`config.mk`:
```
export PLATFORM = sky130hd
export DESIGN_NAME = hall_call_queue
export DESIGN_NICKNAME = d
export VERILOG_FILES = /design/src/rtl/elevator_pkg.sv /design/src/rtl/hall_call_picker.sv /design/src/rtl/hall_call_queue.sv
export SDC_FILE = /design/constraint.sdc
export NUM_CORES = 1
export LEC_CHECK = 0
export ABC_AREA = 1
export CORE_ASPECT_RATIO = 1.5
export CORE_MARGIN = 2
export CORE_UTILIZATION = 42
export DETAILED_ROUTE_END_ITERATION = 7
export PLACE_DENSITY_LB_ADDON = 0.25
export REMOVE_ABC_BUFFERS = 1
export SLEW_MARGIN = 20
export SYNTH_ARGS = -nofsm -noshare
export SYNTH_HDL_FRONTEND = slang
export SYNTH_SLANG_ARGS = --single-unit
```
`constraint.sdc`:
```
create_clock -name clk -period 7.7 [get_ports clk]
set_input_delay 1.54 -clock clk [delete_from_list [all_inputs] [get_ports clk]]
set_output_delay 1.54 -clock clk [all_outputs]
set_load 0.05 [all_outputs]
```
`src/rtl/elevator_pkg.sv`:
```
// Shared elevator-side constants, state encoding and slot helpers.
package elevator_pkg;

    localparam int unsigned FLOOR_W    = 3;
    localparam int unsigned NUM_FLOORS = 8;
    localparam int unsigned SLOT_W     = 4;
    localparam int unsigned NUM_SLOTS  = 16;

    localparam logic DIR_UP   = 1'b1;
    localparam logic DIR_DOWN = 1'b0;

    localparam logic [1:0] ELEV_1 = 2'b01;
    localparam logic [1:0] ELEV_2 = 2'b10;

    typedef enum logic [1:0] {
        SCAN   = 2'd0,
        SETTLE = 2'd1,
        OFFER  = 2'd2
    } hall_q_state_t;

    // Up calls occupy slots 0-7, down calls slots 8-15.
    function automatic logic [SLOT_W-1:0] slot_of(input logic [FLOOR_W-1:0] floor,
                                                  input logic dir);
        return {~dir, floor};
    endfunction

endpackage

```
`src/rtl/hall_call_picker.sv`:
```
// Round-robin find-first over the eligible slot mask, starting at rr_ptr.
module hall_call_picker
    import elevator_pkg::*;
(
    input  logic [NUM_SLOTS-1:0] eligible,
    input  logic [SLOT_W-1:0]    rr_ptr,
    output logic                 found,
    output logic [SLOT_W-1:0]    idx
);

    // Walk from the far end back toward rr_ptr so the closest hit wins.
    always_comb begin
        found = 1'b0;
        idx   = rr_ptr;
        for (int i = int'(NUM_SLOTS) - 1; i >= 0; i--) begin
            if (eligible[SLOT_W'(rr_ptr + SLOT_W'(i))]) begin
                found = 1'b1;
                idx   = SLOT_W'(rr_ptr + SLOT_W'(i));
            end
        end
    end

endmodule

```
`src/rtl/hall_call_queue.sv`:
```
// Hall call latch and single-call feeder for building_dispatcher, with a
// valid/ready assignment hand-off to the elevator side.
module hall_call_queue
    import elevator_pkg::*;
(
    input  logic                  clk,
    input  logic                  rst,
    input  logic [NUM_FLOORS-1:0] hall_up_btn,
    input  logic [NUM_FLOORS-1:0] hall_down_btn,
    input  logic                  arrive_valid_elev_1,
    input  logic                  arrive_valid_elev_2,
    input  logic [FLOOR_W-1:0]    arrive_floor_elev_1,
    input  logic [FLOOR_W-1:0]    arrive_floor_elev_2,
    input  logic                  arrive_dir_elev_1,
    input  logic                  arrive_dir_elev_2,
    output logic [FLOOR_W-1:0]    request_floor,
    output logic                  request_dir,
    input  logic [1:0]            dispatch_elev,
    output logic                  assign_valid,
    input  logic                  assign_ready,
    output logic [1:0]            assign_elev,
    output logic [FLOOR_W-1:0]    assign_floor,
    output logic                  assign_dir,
    output logic [NUM_FLOORS-1:0] hall_up_lamp,
    output logic [NUM_FLOORS-1:0] hall_down_lamp
);

    hall_q_state_t         state;
    hall_q_state_t         state_next;
    logic [NUM_SLOTS-1:0]  pending;
    logic [NUM_SLOTS-1:0]  assigned;
    logic [NUM_SLOTS-1:0]  set_mask;
    logic [NUM_SLOTS-1:0]  clr_mask;
    logic [NUM_SLOTS-1:0]  hs_mask;
    logic [NUM_SLOTS-1:0]  eligible;
    logic [SLOT_W-1:0]     rr_ptr;
    logic [SLOT_W-1:0]     slot;
    logic [SLOT_W-1:0]     pick_idx;
    logic                  pick_found;
    logic                  handshake;
    logic                  slot_cleared;

    // Top up-button and bottom down-button do not exist; mask them off.
    always_comb begin
        set_mask = {hall_down_btn & 8'hFE, hall_up_btn & 8'h7F};
        clr_mask = '0;
        if (arrive_valid_elev_1) begin
            clr_mask[slot_of(arrive_floor_elev_1, arrive_dir_elev_1)] = 1'b1;
        end
        if (arrive_valid_elev_2) begin
            clr_mask[slot_of(arrive_floor_elev_2, arrive_dir_elev_2)] = 1'b1;
        end
    end

    assign eligible     = pending & ~assigned;
    assign handshake    = (state == OFFER) && assign_valid && assign_ready;
    assign slot_cleared = clr_mask[slot];
    assign hs_mask      = handshake ? (NUM_SLOTS'(1) << slot) : '0;

    assign hall_up_lamp   = pending[NUM_FLOORS-1:0];
    assign hall_down_lamp = pending[NUM_SLOTS-1:NUM_FLOORS];

    hall_call_picker u_picker (
        .eligible (eligible),
        .rr_ptr   (rr_ptr),
        .found    (pick_found),
        .idx      (pick_idx)
    );

    // Next-state: a clear of the in-flight slot withdraws it unless it hands off.
    always_comb begin
        state_next = state;
        case (state)
            SCAN: begin
                if (pick_found) begin
                    state_next = SETTLE;
                end
            end
            SETTLE: begin
                state_next = slot_cleared ? SCAN : OFFER;
            end
            OFFER: begin
                if (handshake || slot_cleared) begin
                    state_next = SCAN;
                end
            end
            default: state_next = SCAN;
        endcase
    end

    // State register, slot bits and registered request/assignment outputs.
    always_ff @(posedge clk) begin
        if (rst) begin
            state         <= SCAN;
            pending       <= '0;
            assigned      <= '0;
            rr_ptr        <= '0;
            slot          <= '0;
            request_floor <= '0;
            request_dir   <= 1'b0;
            assign_valid  <= 1'b0;
            assign_elev   <= '0;
            assign_floor  <= '0;
            assign_dir    <= 1'b0;
        end else begin
            state    <= state_next;
            // A press beats a same-cycle clear; a clear beats a same-cycle handshake.
            pending  <= (pending & ~clr_mask) | set_mask;
            assigned <= (assigned | hs_mask) & ~clr_mask;
            case (state)
                SCAN: begin
                    if (pick_found) begin
                        slot          <= pick_idx;
                        request_floor <= pick_idx[FLOOR_W-1:0];
                        request_dir   <= pick_idx[SLOT_W-1] ? DIR_DOWN : DIR_UP;
                    end
                end
                SETTLE: begin
                    if (!slot_cleared) begin
                        assign_elev  <= (dispatch_elev == ELEV_2) ? ELEV_2 : ELEV_1;
                        assign_floor <= request_floor;
                        assign_dir   <= request_dir;
                        assign_valid <= 1'b1;
                    end
                end
                OFFER: begin
                    if (handshake) begin
                        assign_valid <= 1'b0;
                        rr_ptr       <= slot + SLOT_W'(1);
                    end else if (slot_cleared) begin
                        assign_valid <= 1'b0;
                    end
                end
                default: begin
                    assign_valid <= 1'b0;
                end
            endcase
        end
    end

endmodule

```
Word-level counts from Yosys, hierarchy flattened --
Cells that the tools add are included. Widths: inputs -> output; s select.
Operators by class: add/sub/neg operators 16, order comparisons 21, equal/unequal tests 7, shifts and indexed selects 1, mux-type cells 83, bitwise gates (word level) 12, reduce and logical (&&, ||, !) cells 11
Operator list (count):
- $lt 4x5->1 const B | 19
- $bmux 1 s4 | 17
- $mux 4 | 16
- $and 16x16->16 | 3
- $mux 16 | 3
- $or 16x16->16 | 3
- $mux 1 | 39
- $add 4x4->4 const B | 8
- $not 16->16 | 2
- $add 4x3->4 const B | 4
- $shl 1x4->16 const A | 1
- $add 4x1->4 const B | 2
- $add 4x2->4 const B | 2
- $demux 1 s4 | 2
- $ge 4x1->1 const B | 2
- $mux 2 | 4
- $reduce_and 2->1 | 4
- $pmux 2 s3 | 1
- $eq 2x2->1 const B | 2
- $logic_and 1x1->1 | 4
- $ne 2x2->1 const B | 2
- $not 1->1 | 4
- $ne 3x3->1 const B | 1
- $pmux 1 s3 | 1
- 5 further kinds | 5
Word-level totals: register bits after elaboration 53, input bits 31, output and inout port bits 27, logic and storage cells 162

Logic depth before layout (Yosys ltp) --
Gate-level depths: netlist (run 1).
depth in word-level cells 22, mapped depth 29, gate-level depth less buffers 28

Hierarchy --
A second synthesis (run 1) with hierarchy kept.
Second synthesis, totals: cell total of the unflattened synthesis 722, area, all modules 4087.7 sq um
Modules (own cells, without submodules):
- hall_call_queue | times used 1, cells each 370, area each 2468.6 sq um, seq. area each 1001.0 sq um
- hall_call_picker | times used 1, cells each 352, area each 1619.1 sq um, seq. area each 0.0 sq um

Worst setup path before layout (run 1) --
OpenSTA, ideal clock, no wires.
path kind in2reg, start point input arrive_dir_elev_2, end point register assign_elev[1], library setup time 0.116 ns, data arrival time 3.041 ns, data required time 7.584 ns, slack 4.543 ns, stages 15, buffers on the path 0, cells stage by stage inv_1 nor2_1 inv_1 nor2_1 a21oi_1 nand2_1 nand3_1 o221ai_1 o211ai_1 nand2_1 nor2_1 inv_1 nor2_2 o21ai_0 o211a_1
Between the ends: word-level cells in the longest chain between the ends 11, elaborated cells between the ends (all ways) 12, classes of those cells order compare: 2; mux: 5; bitwise: 3; reduce/logical: 2
Ends and longest elaborated chain:
- start, declared | line hall_call_queue.sv:15 | input logic arrive_dir_elev_2,
- $not 1->1 * | line elevator_pkg.sv:24 | return {~dir, floor};
- $lt 4x5->1 (not written as such) / $ge 4x1->1 (equally long branches) | line hall_call_queue.sv:51 | clr_mask[slot_of(arrive_floor_elev_2, arrive_dir_elev_2)] = 1'b1;
- $logic_and 1x1->1 (not written as such) | line hall_call_queue.sv:51
- $mux 1 (not written as such) | line hall_call_queue.sv:51
- $demux 1 s4 * | line hall_call_queue.sv:51
- $or 16x16->16 (no source line) *
- $mux 16 * | line hall_call_queue.sv:50 | if (arrive_valid_elev_2) begin
- $bmux 1 s4 * | line hall_call_queue.sv:57 | assign slot_cleared = clr_mask[slot];
- $mux 1 (not written as such) * | line hall_call_queue.sv:57
- $not 1->1 (no source line) *
- $reduce_and 2->1 (no source line) *
- end signal, assigned | line hall_call_queue.sv:120 | assign_elev <= (dispatch_elev == ELEV_2) ? ELEV_2 : ELEV_1;
- end, declared | line hall_call_queue.sv:21 | output logic [1:0] assign_elev,
Every way passes the cells marked *; elsewhere a longest branch is shown, timed or not. The select of a mux whose other input is x is not followed. A chain may end at the register's enable or synchronous reset.

Worst setup path in the final report (run 1) --
start point register rr_ptr[0], end point register request_floor[0]
Between the ends: word-level cells in the longest chain between the ends 20, elaborated cells between the ends (all ways) 80, classes of those cells add/sub: 15; mux: 64; reduce/logical: 1
Ends and longest elaborated chain:
- start, declared | line hall_call_queue.sv:36 | logic [SLOT_W-1:0] rr_ptr;
- start signal, assigned | line hall_call_queue.sv:129 | rr_ptr <= slot + SLOT_W'(1);
- $add 4x4->4 | line hall_call_picker.sv:16, hall_call_picker.sv:18
- $bmux 1 s4 | line hall_call_picker.sv:16 | if (eligible[SLOT_W'(rr_ptr + SLOT_W'(i))]) begin
- $mux 1 (not written as such) | line hall_call_picker.sv:16
- $mux 1 (16 in a row) | line hall_call_picker.sv:16
- $reduce_and 2->1 (no source line)
- end signal, assigned | line hall_call_queue.sv:114 | request_floor <= pick_idx[FLOOR_W-1:0];
- end, declared | line hall_call_queue.sv:16 | output logic [FLOOR_W-1:0] request_floor,
Parallel ways exist; a longest one is shown, timed or not. The select of a mux whose other input is x is not followed.

==> metrics.yaml, run 1 <==
status: "finished, final reports clean"
worst_path_dominant_cell_family: "simple AND/OR/NAND/NOR gates"
leakage_nw: 2.246
timing.max_cap.violations: 0
synth_async_sr_flop_share_pct: 0
initial_core_util_pct: 43.17
critPathMaxFanout: 24
final_period_minus_worst_setup_slack_ps: 4309
max-clock-path-buffers: 2
power.clock.fraction_pct: 26.0
yosysSeqAreaShare_pct: 25.20
drive_gt1_share_pct: 5.014
tightestPinTransition_ps: 876.5
path_cells: "inv_2, ha_1, inv_1, nand3_1, nand2_1, o21ai_0, nand2_1, nand2_1, a21oi_1, o21a_1, o21bai_1, nand2_1, nand2_1, nand2_1, nand2_1, nand2_1, xor2_1, a21oi_1"
post-route-period-util_pct: 55.96
first_pass_iters: 6
cts_setup_buffers: 0
power.net_switching_mw: 0.4033
start_kind: "flip-flop"
placed_cell_area_sq_um: 4552
cp.buffers_inverters: 2
cts_inserted_buffers: 5
ys_types: 37
crit_path_top_delay_cell: "sky130_fd_sc_hd__dfxtp_1"
timing.critical_path.mode_cell: "sky130_fd_sc_hd__nand2_1"
crit_required_ps: 7920
grt_start_max_net_pins: 47
post_cts_resized: 0
critical_path_capture_point_type: "flip-flop"
drc: 0
drt-total-wl_microns: 12520
power.share.sequential_pct: 32.5
synth_area_leader_cell: "sky130_fd_sc_hd__dfxtp_1"
die_h_microns: 123.1
yosys_most_used_dff: "sky130_fd_sc_hd__dfxtp_1"
worst_slack_setup_final_ps: 3391
synth_top_area_share_pct: 25.20
fin_hold_ws_ps: 467.3
power_per_cell_area_nw_per_um2: 206.1
finalSetupViolations: 0
fp-row-count: 43
timing.critical_path.arrival_ps: 4530
grt_setup_unrepaired: "no"
pre_cts_ws_ps: 3548
synth_area_sq_um: 3971
detailroute.via_count: 4476
final.setup_skew_ps: 7.617
achievable-frequency_mhz: 232.1
relSlewSlack_pct: 41.49
core_region_area_sq_um: 9200
report.final.hold_viol_count: 0
synthCells: 673
cts_hold_repair.buffers: 0
pnr_total_power_mw: 0.9731
fin_nets: 761
synthesis_to_layout_area_growth_pct: 18.87
power_report.internal_total_mw: 0.5698
holdCritPathClass: "flip-flop to flip-flop"
netlist_top_cells_count: "sky130_fd_sc_hd__nand2_1 (195), sky130_fd_sc_hd__nand3_1 (89), sky130_fd_sc_hd__inv_1 (87), sky130_fd_sc_hd__a21oi_1 (66), sky130_fd_sc_hd__dfxtp_1 (50)"
average_via_count_per_standard_cell: 5.393
synth-warning-count: 0
crit_path_max_incr_delay_ps: 890
worst_skew_pair.late_latency_ps: 300
final_area_sq_um: 4721
fp.dieW_microns: 83.40
cts.root.buffer_cell: "sky130_fd_sc_hd__clkbuf_16"
hpwl_microns: 9965
worst_setup_hold_path_clk_slew_ps: 70
timing_max_transition_violations_final: 0
number_of_synthesized_flops_with_an_enable_pin: 0
number_of_synthesized_register_bits: 50
synth_area_per_cell_sq_um: 5.901
io_buffers: 55
drt-wirelength-per-cell_microns: 15.08
first_iter_violations: 239
route.antenna.remaining_nets: 0
power.share.switching_pct: 41.44
finalSetupTns_ps: 0
critPathKind: "flip-flop to flip-flop"
cts_num_sinks: 50
antenna-diode-count: 0
vdd_ir_drop_max_uv: 231.0
antenna_found_initial: 0
grt_first_pass_wirelength_microns: 20400
largest_cells_by_area_after_synthesis: "sky130_fd_sc_hd__dfxtp_1 (25%), sky130_fd_sc_hd__nand2_1 (18%), sky130_fd_sc_hd__nand3_1 (11%)"
synth_most_common_cell: "sky130_fd_sc_hd__nand2_1"
first_global_vias: 4243
global_route.overflow_total: 0
tritoncts: "built"
power.share.combinational_pct: 41.5
gp_congestion: 0.9679
die_area_sq_um: 10270
cts.htree.levels: 2
io_pins: 58
grt.total_usage_pct: 24.67
==> worst min-delay path: stages (launching register included) <==
cell	delay, ps
sky130_fd_sc_hd__dfxtp_1	340
sky130_fd_sc_hd__inv_1	60
sky130_fd_sc_hd__nor2_1	30
==> cell families after synthesis <==
group | count (synthesis) | synth area share [%]
AO/OA/AOI/OAI | 129 | 18.02
XOR/XNOR | 7 | 1.922
adder cells (fa/ha/maj) | 13 | 4.096
buffers and inverters | 115 | 12.03
flip-flops | 50 | 25.20
AND/OR/NAND/NOR | 359 | 38.72
==> power groups by stage <==
stage	Clock (mW)	Sequential, mW	Combinational (mW)
global placement	0	0.322	0.393
global route	0.264	0.320	0.444
floorplan	0	0.384	0.206
detailed placement	0	0.322	0.398
finish	0.253	0.317	0.404
CTS	0.255	0.316	0.401
==> layer usage <==
metal	part of all wire [%]	vias up	GRT usage, %
met5	0	-	0
met4	5.5	0	15.88
met3	4.6	45	2.804
met2	51	159	45.51
met1	39	1996	26.68
li1	-	2276	-
==> cell usage in the layout, fill, tap and decap left out, drive strengths merged, types with 2 or more instances in the layout <==
master,n
nor3,11
a21oi,66
or2,2
ha,13
o22ai,7
a32oi,3
o21a,3
clkdlybuf4s50,55
o21ai,35
o211ai,2
clkbuf,5
a31oi,2
a211oi,2
nand3,93
dfxtp,50
xor2,6
a22oi,3
nand2,204
inv,97
nor2,47
o221ai,2
==> area by class of cell <==
type / count / area, sq um
Sequential cell: 50 / 1001
Fill cell: 972 / 4479
Tap cell: 112 / 140.1
Multi-Input combinational cell: 508 / 2492
Timing Repair Buffer: 56 / 558.0
Inverter: 96 / 360.3
Clock inverter: 3 / 43.79
Clock buffer: 5 / 125.1
==> flip-flops by register name (all words and copies together), names as in the netlist <==
name           count
slot               2
state              2
assign_floor       3
rr_ptr             4
request_dir        1
assigned          16
request_floor      2
assign_elev        2
assign_dir         1
pending           16
assign_valid       1
==> worst paths after layout <==
| kind | slack, ps | to | cells past startpoint | startpoint |
|---|---|---|---|---|
| worst min-delay path | 470 | pending[8] | 2 | pending[8] |
| worst min register to register | 470 | pending[8] | 2 | pending[8] |
| worst max register to register | 3390 | request_floor[0] | 18 | rr_ptr[0] |
| worst max-delay path | 3390 | request_floor[0] | 18 | rr_ptr[0] |
==> through the flow <==
step	cells	util [%]
3_3_place_gp	822	49.48
3_5_place_dp	822	49.48
5_1_grt	830	51.31
4_1_cts	830	51.31
2_1_floorplan	654	-
6_report	830	51.31
No activity file was read; power rests on OpenSTA's default activity.
==> run 2, diff against run 1 <==
Clock period 7.7 ns to 4.42 ns, I/O delays scaled along.
==> run 2 against run 1 <==
Global-route usage up 0.59 points; clock-buffer cell count up 1; sequential power is 73% higher; critical path depth shrank 7; core utilization up 0.38 points; register-to-register slack lost 2100 ps; hold slack barely moved.
==> metrics.yaml, run 2 (synthesis gave the netlist of run 1 again) <==
timing_max_transition_violations_final: 0  # unchanged
cts_setup_buffers: 0  # unchanged
vdd_ir_drop_max_uv: 363.0  # +57%
grt.total_usage_pct: 25.26  # +0.59 points
r2r_cells: 18  # unchanged
cts_inserted_buffers: 5  # unchanged
global_route.overflow_total: 0  # unchanged
holdCritPathClass: "flip-flop to flip-flop"
worstHoldPathCells: 2  # unchanged
placed_cell_area_sq_um: 4604  # +1.2%
crit_required_ps: 4610  # -3310 ps
fp-row-count: 43  # unchanged
first_global_vias: 4270  # +0.64%
worst_skew_pair.late_latency_ps: 290  # about the same
drc: 0  # unchanged
initial_core_util_pct: 43.17  # unchanged
relSlewSlack_pct: 51.81  # +10 points
die_area_sq_um: 10270  # unchanged
grt_first_pass_wirelength_microns: 20560  # +0.78%
timing.max_cap.violations: 0  # unchanged
tritoncts: "built"
final_area_sq_um: 4756  # +0.74%
core_region_area_sq_um: 9200  # unchanged
hpwl_microns: 10150  # +1.9%
min_to: "pending[8]"
biggestRegsByFlops: "assigned (16), pending (16), rr_ptr (4)"
route.antenna.remaining_nets: 0  # unchanged
final.setup_skew_ps: 3.590  # -4.027 ps
cts_num_sinks: 50  # unchanged
placed_cells_incl_taps: 829  # +0.85%
leakage_nw: 2.271  # +1.1%
detailroute.via_count: 4519  # +0.96%
synthesis_to_layout_area_growth_pct: 19.75
tightestPinTransition_ps: 721.8  # -154.7 ps
max-clock-path-buffers: 2  # unchanged
grt_setup_unrepaired: "no"
io_buffers: 55  # unchanged
io_pins: 58  # unchanged
critPathKind: "input pin to flip-flop"
antenna-diode-count: 0  # unchanged
power_per_cell_area_nw_per_um2: 346.7  # +68%
stdcell_count: 837  # +0.84%
finalSetupTns_ps: 0  # unchanged
r2r_setup_slack_ps: 1290  # -2100 ps
cts.root.buffer_cell: "sky130_fd_sc_hd__clkbuf_16"
post_cts_resized: 0  # unchanged
final_period_minus_worst_setup_slack_ps: 3223
reg2reg_to: "request_floor[0]"
start_kind: "input pin"
critPathMaxFanout: 10  # -58%
timing.rr.start: "rr_ptr[2]"
status: "finished, final reports clean"
gp_congestion: 0.9745  # +0.68%
drt-total-wl_microns: 12700  # +1.5%
fin_nets: 768  # +0.92%
holdCritStartpoint: "pending[8]"
cts.htree.levels: 2  # unchanged
first_iter_violations: 286  # +20%
grt_start_max_net_pins: 47  # unchanged
timing.critical_path.arrival_ps: 3410  # -1120 ps
achievable-frequency_mhz: 310.2
commonest_non_fill_non_tap_cell_in_the_layout: "sky130_fd_sc_hd__nand2_1"
first_pass_iters: 5  # -1
antenna_found_initial: 0  # unchanged
die_h_microns: 123.1  # unchanged
critical_path_capture_point_type: "flip-flop"
worst_setup_hold_path_clk_slew_ps: 70  # about the same
drt-wirelength-per-cell_microns: 15.17  # +0.62%
finalSetupViolations: 0  # unchanged
cts_hold_repair.buffers: 0  # unchanged
layout.cells.most_common_list: "sky130_fd_sc_hd__nand2_1 (195), sky130_fd_sc_hd__nand3_1 (89), sky130_fd_sc_hd__inv_1 (87), sky130_fd_sc_hd__a21oi_1 (66), sky130_fd_sc_hd__clkdlybuf4s50_1 (55)"
fp.dieW_microns: 83.40  # unchanged
average_via_count_per_standard_cell: 5.399  # +0.12%
report.final.hold_viol_count: 0  # unchanged
post-route-period-util_pct: 72.93
drive_gt1_share_pct: 5.931  # +0.92 points
==> run 2: cell types whose count changed in the layout (fill, tap and decap cells not counted), sizes merged <==
cell	previous run	this run
clkinvlp	0	1
clkbuf	5	6
bufinv	1	0
buf	1	8
inv	97	96
==> run 2: critical path, stage by stage <==
cell	delay [ps]
sky130_fd_sc_hd__clkdlybuf4s50_1	570
sky130_fd_sc_hd__nor2_1	130
sky130_fd_sc_hd__a22oi_1	460
sky130_fd_sc_hd__o22ai_1	140
sky130_fd_sc_hd__o311ai_0	300
sky130_fd_sc_hd__nand2_1	140
sky130_fd_sc_hd__nor2_1	130
sky130_fd_sc_hd__inv_1	60
sky130_fd_sc_hd__nor2_2	280
sky130_fd_sc_hd__o21ai_0	190
sky130_fd_sc_hd__o211a_1	140
==> run 2: worst max path at each step <==
stage,to,from,cells past startpoint
after floorplan,request_floor[0],rr_ptr[0],19
after global placement,assign_elev[1],arrive_floor_elev_1[2],11
after detailed placement,assign_elev[1],arrive_floor_elev_1[2],11
after CTS,assign_elev[1],arrive_floor_elev_1[2],11
after global routing,assign_elev[0],arrive_floor_elev_1[2],11
final,assign_elev[1],arrive_floor_elev_1[2],11
==> run 2: metrics by stage <==
| step | hold slack [ps] | total power, mW | setup WS [ps] | utilization [%] |
|---|---|---|---|---|
| 3_3_place_gp | 450.4 | 1.251 | 960.8 | 50.05 |
| 4_1_cts | 472.9 | 1.653 | 1205 | 51.69 |
| 3_5_place_dp | 460.1 | 1.259 | 890.0 | 50.05 |
| 5_1_grt | 493.7 | 1.751 | 865.0 | 51.69 |
| 2_1_floorplan | 436.7 | 1.027 | 1365 | - |
| 6_report | 467.2 | 1.649 | 1197 | 51.69 |
==> run 2: cell type report <==
type | instances | area [sq um]
fillers | 952 | 4444
multi-input cells | 508 | 2492
flip-flops and latches | 50 | 1001
repair buffers | 63 | 610.6
inverters | 96 | 360.3
well taps | 112 | 140.1
clock buffers | 6 | 138.9
clock inverters | 2 | 12.51
==> run 2: report_power, final <==
group | internal, mW | switching, mW | leakage [nW]
combinational | 0.236 | 0.474 | 1.79
clock | 0.224 | 0.166 | 0.0729
sequential | 0.493 | 0.0552 | 0.410
==> run 2: routing by layer <==
layer  up-vias  GRT usage (%)  part of all wire [%]
met2       149          47.48                    53
met5         -              0                     0
li1       2291              -                     -
met1      2040          27.62                    40
met4         0          14.04                   4.5
met3        39          2.670                   3.4
